**src/rtl/axi_transmit_pkg.sv**
```systemverilog
// Shared definitions for the transmit/receive packet link: packet-count
// helper and the transmitter state encoding.
package axi_transmit_pkg;

  typedef enum logic {
    IDLE = 1'b0,
    SEND = 1'b1
  } tx_state_t;

  // Number of BUS_WIDTH packets needed to carry one DATA_WIDTH word (never 0).
  function automatic int packets_per_word(input int bus_w, input int data_w);
    int n;
    n = (data_w + bus_w - 1) / bus_w;
    if (n < 1) n = 1;
    return n;
  endfunction

endpackage

```
**src/rtl/axi_transmit_if.sv**
```systemverilog
// Word-in / packet-out handshake bundle of the transmitter. The master
// modport is the transmitter's view; slave is the view of the logic around it.
interface axi_transmit_if
  import axi_transmit_pkg::*;
#(
  parameter int BUS_WIDTH  = 32,
  parameter int DATA_WIDTH = 32
);

  logic [DATA_WIDTH-1:0] data_in;
  logic                  valid_in;
  logic                  ready_out;
  logic [BUS_WIDTH-1:0]  packet;
  logic                  valid_pack;
  logic                  ready_pack;
  logic                  last_pack;
  logic                  busy;

  modport master (
    input  data_in, valid_in, ready_pack,
    output ready_out, packet, valid_pack, last_pack, busy
  );

  modport slave (
    output data_in, valid_in, ready_pack,
    input  ready_out, packet, valid_pack, last_pack, busy
  );

endinterface

```
**src/rtl/axi_transmit.sv**
```systemverilog
// Word-to-packet serializer: takes one DATA_WIDTH word over valid/ready and
// emits it as NUM_PACKETS BUS_WIDTH packets, least-significant chunk first.
// A new word can be taken on the cycle the final packet leaves, so words
// stream without a bubble.
module axi_transmit
  import axi_transmit_pkg::*;
#(
  parameter int BUS_WIDTH  = 32,
  parameter int DATA_WIDTH = 32
) (
  input  logic             clk,
  input  logic             rst,
  axi_transmit_if.master   bus
);

  localparam int NUM_PACKETS = packets_per_word(BUS_WIDTH, DATA_WIDTH);
  localparam int CNT_W       = (NUM_PACKETS > 1) ? $clog2(NUM_PACKETS) : 1;
  localparam int BUF_W       = NUM_PACKETS * BUS_WIDTH;
  localparam logic [CNT_W-1:0] LAST_CNT = CNT_W'(NUM_PACKETS - 1);

  tx_state_t            state;
  tx_state_t            state_nxt;
  logic [BUF_W-1:0]     shift_buf;
  logic [CNT_W-1:0]     pkt_cnt;

  logic                 ready_out_c;
  logic                 valid_pack_c;
  logic                 last_pack_c;
  logic                 busy_c;
  logic [BUS_WIDTH-1:0] packet_c;
  logic                 accept;
  logic                 send;

  assign accept = bus.valid_in && ready_out_c;
  assign send   = valid_pack_c && bus.ready_pack;

  // State register; reset abandons any word in flight.
  always_ff @(posedge clk or posedge rst) begin
    if (rst) state <= IDLE;
    else     state <= state_nxt;
  end

  // Next state: leave IDLE on accept, leave SEND only after the final packet
  // goes out with no replacement word arriving in the same cycle.
  always_comb begin
    state_nxt = state;
    case (state)
      IDLE: if (accept) state_nxt = SEND;
      SEND: if (send && last_pack_c && !accept) state_nxt = IDLE;
      default: state_nxt = IDLE;
    endcase
  end

  // Outputs: in SEND the low chunk of the buffer is presented; ready_out in
  // SEND opens only as the final packet is consumed.
  always_comb begin
    ready_out_c  = 1'b1;
    valid_pack_c = 1'b0;
    last_pack_c  = 1'b0;
    busy_c       = 1'b0;
    packet_c     = '0;
    if (state == SEND) begin
      valid_pack_c = 1'b1;
      busy_c       = 1'b1;
      packet_c     = shift_buf[BUS_WIDTH-1:0];
      last_pack_c  = (pkt_cnt == LAST_CNT);
      ready_out_c  = last_pack_c && bus.ready_pack;
    end
  end

  // Shift buffer and packet counter: load (zero-extended) on accept, advance
  // one chunk per non-final send, hold while the downstream stalls.
  always_ff @(posedge clk or posedge rst) begin
    if (rst) begin
      shift_buf <= '0;
      pkt_cnt   <= '0;
    end else if (accept) begin
      shift_buf <= BUF_W'(bus.data_in);
      pkt_cnt   <= '0;
    end else if (send && !last_pack_c) begin
      shift_buf <= shift_buf >> BUS_WIDTH;
      pkt_cnt   <= pkt_cnt + CNT_W'(1);
    end
  end

  assign bus.ready_out  = ready_out_c;
  assign bus.valid_pack = valid_pack_c;
  assign bus.last_pack  = last_pack_c;
  assign bus.busy       = busy_c;
  assign bus.packet     = packet_c;

endmodule

```
**src/flat_wrapper.sv**
```systemverilog
// flat-port wrapper written by rule: the top's interface ports become plain ports
module axi_transmit_flat import axi_transmit_pkg::*;
#(
  parameter int BUS_WIDTH  = 32,
  parameter int DATA_WIDTH = 32
)
  (clk, rst, bus_data_in, bus_valid_in, bus_ready_pack, bus_ready_out, bus_packet, bus_valid_pack, bus_last_pack, bus_busy);
  axi_transmit_if #(.BUS_WIDTH(BUS_WIDTH), .DATA_WIDTH(DATA_WIDTH)) bus_i ();
  input  logic clk;
  input  logic rst;
  input wire logic [$bits(bus_i.data_in)-1:0] bus_data_in;
  input wire logic [$bits(bus_i.valid_in)-1:0] bus_valid_in;
  input wire logic [$bits(bus_i.ready_pack)-1:0] bus_ready_pack;
  output wire logic [$bits(bus_i.ready_out)-1:0] bus_ready_out;
  output wire logic [$bits(bus_i.packet)-1:0] bus_packet;
  output wire logic [$bits(bus_i.valid_pack)-1:0] bus_valid_pack;
  output wire logic [$bits(bus_i.last_pack)-1:0] bus_last_pack;
  output wire logic [$bits(bus_i.busy)-1:0] bus_busy;
  assign bus_i.data_in = bus_data_in;
  assign bus_i.valid_in = bus_valid_in;
  assign bus_i.ready_pack = bus_ready_pack;
  assign bus_ready_out = bus_i.ready_out;
  assign bus_packet = bus_i.packet;
  assign bus_valid_pack = bus_i.valid_pack;
  assign bus_last_pack = bus_i.last_pack;
  assign bus_busy = bus_i.busy;
  axi_transmit #(.BUS_WIDTH(BUS_WIDTH), .DATA_WIDTH(DATA_WIDTH)) u_core (.clk(clk), .rst(rst), .bus(bus_i));
endmodule
```
**config.mk**
```make
export PLATFORM = sky130hd
export DESIGN_NAME = axi_transmit_flat
export DESIGN_NICKNAME = d
export VERILOG_FILES = /design/src/rtl/axi_transmit_pkg.sv /design/src/rtl/axi_transmit_if.sv /design/src/rtl/axi_transmit.sv /design/src/flat_wrapper.sv
export SDC_FILE = /design/constraint.sdc
export NUM_CORES = 1
export LEC_CHECK = 0
export BUFFER_PORTS_ARGS = -buffer_cell sky130_fd_sc_hd__buf_2
export CAP_MARGIN = 0
export CELL_PAD_IN_SITES_DETAIL_PLACEMENT = 0
export CELL_PAD_IN_SITES_GLOBAL_PLACEMENT = 1
export CORE_MARGIN = 2
export CORE_UTILIZATION = 37
export CTS_BUF_LIST = sky130_fd_sc_hd__clkbuf_8
export DETAILED_ROUTE_END_ITERATION = 8
export PLACE_DENSITY = 0.91
export SYNTH_ARGS = -nofsm -noshare
export SYNTH_HDL_FRONTEND = slang
export SYNTH_SLANG_ARGS = --single-unit
```
**constraint.sdc**
```tcl
create_clock -name clk -period 1.65 [get_ports clk]
set_clock_uncertainty 0.1 [all_clocks]
set_input_delay 0.165 -clock clk [delete_from_list [all_inputs] [get_ports clk]]
set_output_delay 0.165 -clock clk [all_outputs]
set_load 0.005 [all_outputs]
```
==> impl_metrics.env <==
export IMPL_pwr_share_comb_pct=21.5
export IMPL_layout_commonest_cell="sky130_fd_sc_hd__buf_2"
export IMPL_cp_slowest_cell="sky130_fd_sc_hd__dfrtp_1"
export IMPL_path_max_fanout=41
export IMPL_nets=299
export IMPL_route_detailed_drc=0
export IMPL_fp_dieArea_um2=5680
export IMPL_std_cell_rows=25
export IMPL_area_growth_pct=29.5
export IMPL_gp_routability_congestion=0.713
export IMPL_max_freq_ghz=0.645
export IMPL_netSwitchingFraction_pct=24.9
export IMPL_layout_common_cells="71 x sky130_fd_sc_hd__buf_2, 34 x sky130_fd_sc_hd__and2_1, 34 x sky130_fd_sc_hd__dfrtp_1"
export IMPL_detail_route_first_pass_iterations=4
export IMPL_syn_cell_area_um2=1880
export IMPL_clk_transition_reported_paths_ns=0.06
export IMPL_dr_total_vias=1616
export IMPL_worst_slew_margin_rel_pct=70.2
export IMPL_worst_hold_slack_ns=0.00846
export IMPL_synth_warnings=0
export IMPL_slowest_delay_ns=0.47
export IMPL_clock_sinks=34
export IMPL_share_of_the_cycle_needed_by_the_critical_path_after_routing_pct=94.0
export IMPL_crit_path_cell_trace="buf_8, and2_1, buf_2"
export IMPL_max_vdd_ir_drop_uv=496
export IMPL_finalHoldViolations=0
export IMPL_synth_area_per_cell_um2=9.71
export IMPL_worst_ep_arrival_time_ns=1.29
export IMPL_drt_vias_per_instance=4.88
export IMPL_initial_core_util_pct=39.1
export IMPL_timing_critical_path_required_ns=1.38
export IMPL_grt_remaining_overflow=0
export IMPL_end_kind="output port"
export IMPL_clockBufferDepth=2
export IMPL_pre_cts_ws_ns=0.282
export IMPL_mappedNetlistNets=230
export IMPL_power_leakage_nw=1.17
export IMPL_die_height_um=75.4
export IMPL_max_cap_viol_count=0
export IMPL_worst_min_delay_path_category="primary input to flop"
export IMPL_antenna_violations_before_repair=0
export IMPL_seq_power_share_pct=40.6
export IMPL_timing_final_setup_violations=0
export IMPL_detailedPlacementHpwl_mm=3.06
export IMPL_period_needed_ns=1.55
export IMPL_clock_insertion_delay_worst_skew_ns=0.29
export IMPL_critical_path_startpoint_type="flop"
export IMPL_final_layout_size_suffix_gt1_share_pct=43.6
export IMPL_post_synth_num_cell_types=21
export IMPL_layout_setup_ws_ns=0.0997
export IMPL_p_per_area_nw_per_um2=1030
export IMPL_worst_slew_pin_transition_ns=0.447
export IMPL_setup_repair_after_global_routing_missed_its_margin="no"
export IMPL_cts_htree_levels=2
export IMPL_placement_io_buffers=71
export IMPL_post_drt_wl_per_cell_um=13.7
export IMPL_share_clk_of_total_power_pct=37.9
export IMPL_antenna_cells_inserted=0
export IMPL_synth_seq_cells=34
export IMPL_worst_path_class_setup="flop to output port"
export IMPL_ios=72
export IMPL_maxSlewViolCount=0
export IMPL_cts_setup_buffers=0
export IMPL_numCtsBuffers=5
export IMPL_cts_root_buffer_cell="sky130_fd_sc_hd__clkbuf_8"
export IMPL_cell_internal_pwr_mw=1.89
export IMPL_cts_tree="built"
export IMPL_routed_wl_mm=4.55
export IMPL_drt_iter0_drc=99
export IMPL_p_sw_uw=629
export IMPL_core_region_area_um2=4820
export IMPL_synth_seq_area_share_pct=45.2
export IMPL_overall_die_width_um=75.4
export IMPL_via_count_of_the_first_global_routing_pass=1512
export IMPL_globalRouteTotalUtil_pct=17.2
export IMPL_run_status="finished, final reports clean"
export IMPL_synthesis_instances=194
export IMPL_maximum_number_of_pins_on_one_net_before_global_route_repair=42
export IMPL_ant_nets=0
export IMPL_totalNegativeSetupSlack_ns=0
export IMPL_grt_pass1_wl_mm=7.25
routing by layer:
metal	up-vias	wire, um	global-route usage (%)
met5	-	0	0
met4	0	65	6.43
met3	6	318	5.29
met2	58	2150	27.7
met1	751	2010	21.8
li1	801	-	-
registers in the layout, summed over array words and instances, names as in the netlist:
| signal | flops |
|---|---|
| u_core.pkt_cnt | 1 |
| u_core.shift_buf | 32 |
| u_core.state | 1 |
power by group through the flow:
stage / logic [mW] / clock network [mW] / registers [mW]
finish: 0.543 / 0.956 / 1.02
CTS: 0.551 / 0.974 / 1.02
detailed placement: 0.543 / 0 / 1.04
global route: 0.617 / 1.02 / 1.04
floorplan: 0.361 / 0 / 1.01
global placement: 0.536 / 0 / 1.03
stage by stage:
step	power, mW	cells	utilization (%)	cell area [um^2]
floorplan	1.37	194	-	1880
global placement	1.57	320	46.9	2260
detailed placement	1.58	320	46.9	2260
CTS	2.55	331	50.6	2440
global route	2.67	331	50.6	2440
finish	2.52	331	50.6	2440
layout make-up:
cell class,instances,area [um^2]
clock buffer,6,82.6
clock inverter,2,60.1
fill,482,2380
inverter,19,71.3
multi-input combinational,121,838
sequential,34,851
tap,67,83.8
timing repair buffer,82,453
cells by family (layout without fill, tap and decap cells):
group / after synthesis / in the layout / synth area share, %
buffers and inverters: 39 / 109 / 10.4
DFF: 34 / 34 / 45.2
AOI/OAI and AO/OA: 66 / 66 / 27.4
and+or+nand+nor: 55 / 55 / 17.1
worst max-delay path, delay by kind of cell (launching register included):
kind / cells / cell delay (ns)
buffers and inverters: 2 / 0.35
DFF: 1 / 0.47
and+or+nand+nor: 1 / 0.16
synth_stat cells:
library cell               count  area [um^2]
sky130_fd_sc_hd__nand2b_1      1         6.26
sky130_fd_sc_hd__buf_8         1         15.0
sky130_fd_sc_hd__buf_4         3         22.5
sky130_fd_sc_hd__nand2_4       1         11.3
sky130_fd_sc_hd__nand2b_4      1         13.8
sky130_fd_sc_hd__o21ai_0      17         85.1
sky130_fd_sc_hd__buf_6         3         33.8
sky130_fd_sc_hd__and3_1        1         6.26
sky130_fd_sc_hd__buf_2         3         15.0
sky130_fd_sc_hd__o221a_2      15          169
sky130_fd_sc_hd__nor2b_1       1         6.26
sky130_fd_sc_hd__a21oi_1      17         85.1
sky130_fd_sc_hd__buf_1         2         7.51
sky130_fd_sc_hd__and2_4        1         8.76
sky130_fd_sc_hd__nor2_1       15         56.3
sky130_fd_sc_hd__a211oi_2     10          125
sky130_fd_sc_hd__dfrtp_1      34          851
sky130_fd_sc_hd__and2_1       34          213
sky130_fd_sc_hd__inv_1        19         71.3
sky130_fd_sc_hd__clkbuf_1      8         30.0
sky130_fd_sc_hd__a211oi_1      7         52.6
worst paths after layout:
path,startpoint,endpoint,slack (ns),depth (start not counted)
worst max-delay path,u_core.state$_DFF_PP0_,bus_packet[27],0.1,3
max in group asynchronous,rst,u_core.shift_buf[5]$_DFFE_PP0P_,0.71,4
min in group asynchronous,rst,u_core.shift_buf[8]$_DFFE_PP0P_,0.41,4
worst min register to register,u_core.pkt_cnt$_DFFE_PP0P_,u_core.pkt_cnt$_DFFE_PP0P_,0.48,1
worst max register to register,u_core.state$_DFF_PP0_,u_core.shift_buf[1]$_DFFE_PP0P_,0.29,3
worst min-delay path,bus_data_in[3],u_core.shift_buf[3]$_DFFE_PP0P_,0.008,3
what timing repair did:
action,CTS,global route
hold endpoints to repair,36,0
setup endpoints to repair,10,16
hold buffers,3,0
resized for setup,1,1
(Power assumes the default switching activity.)
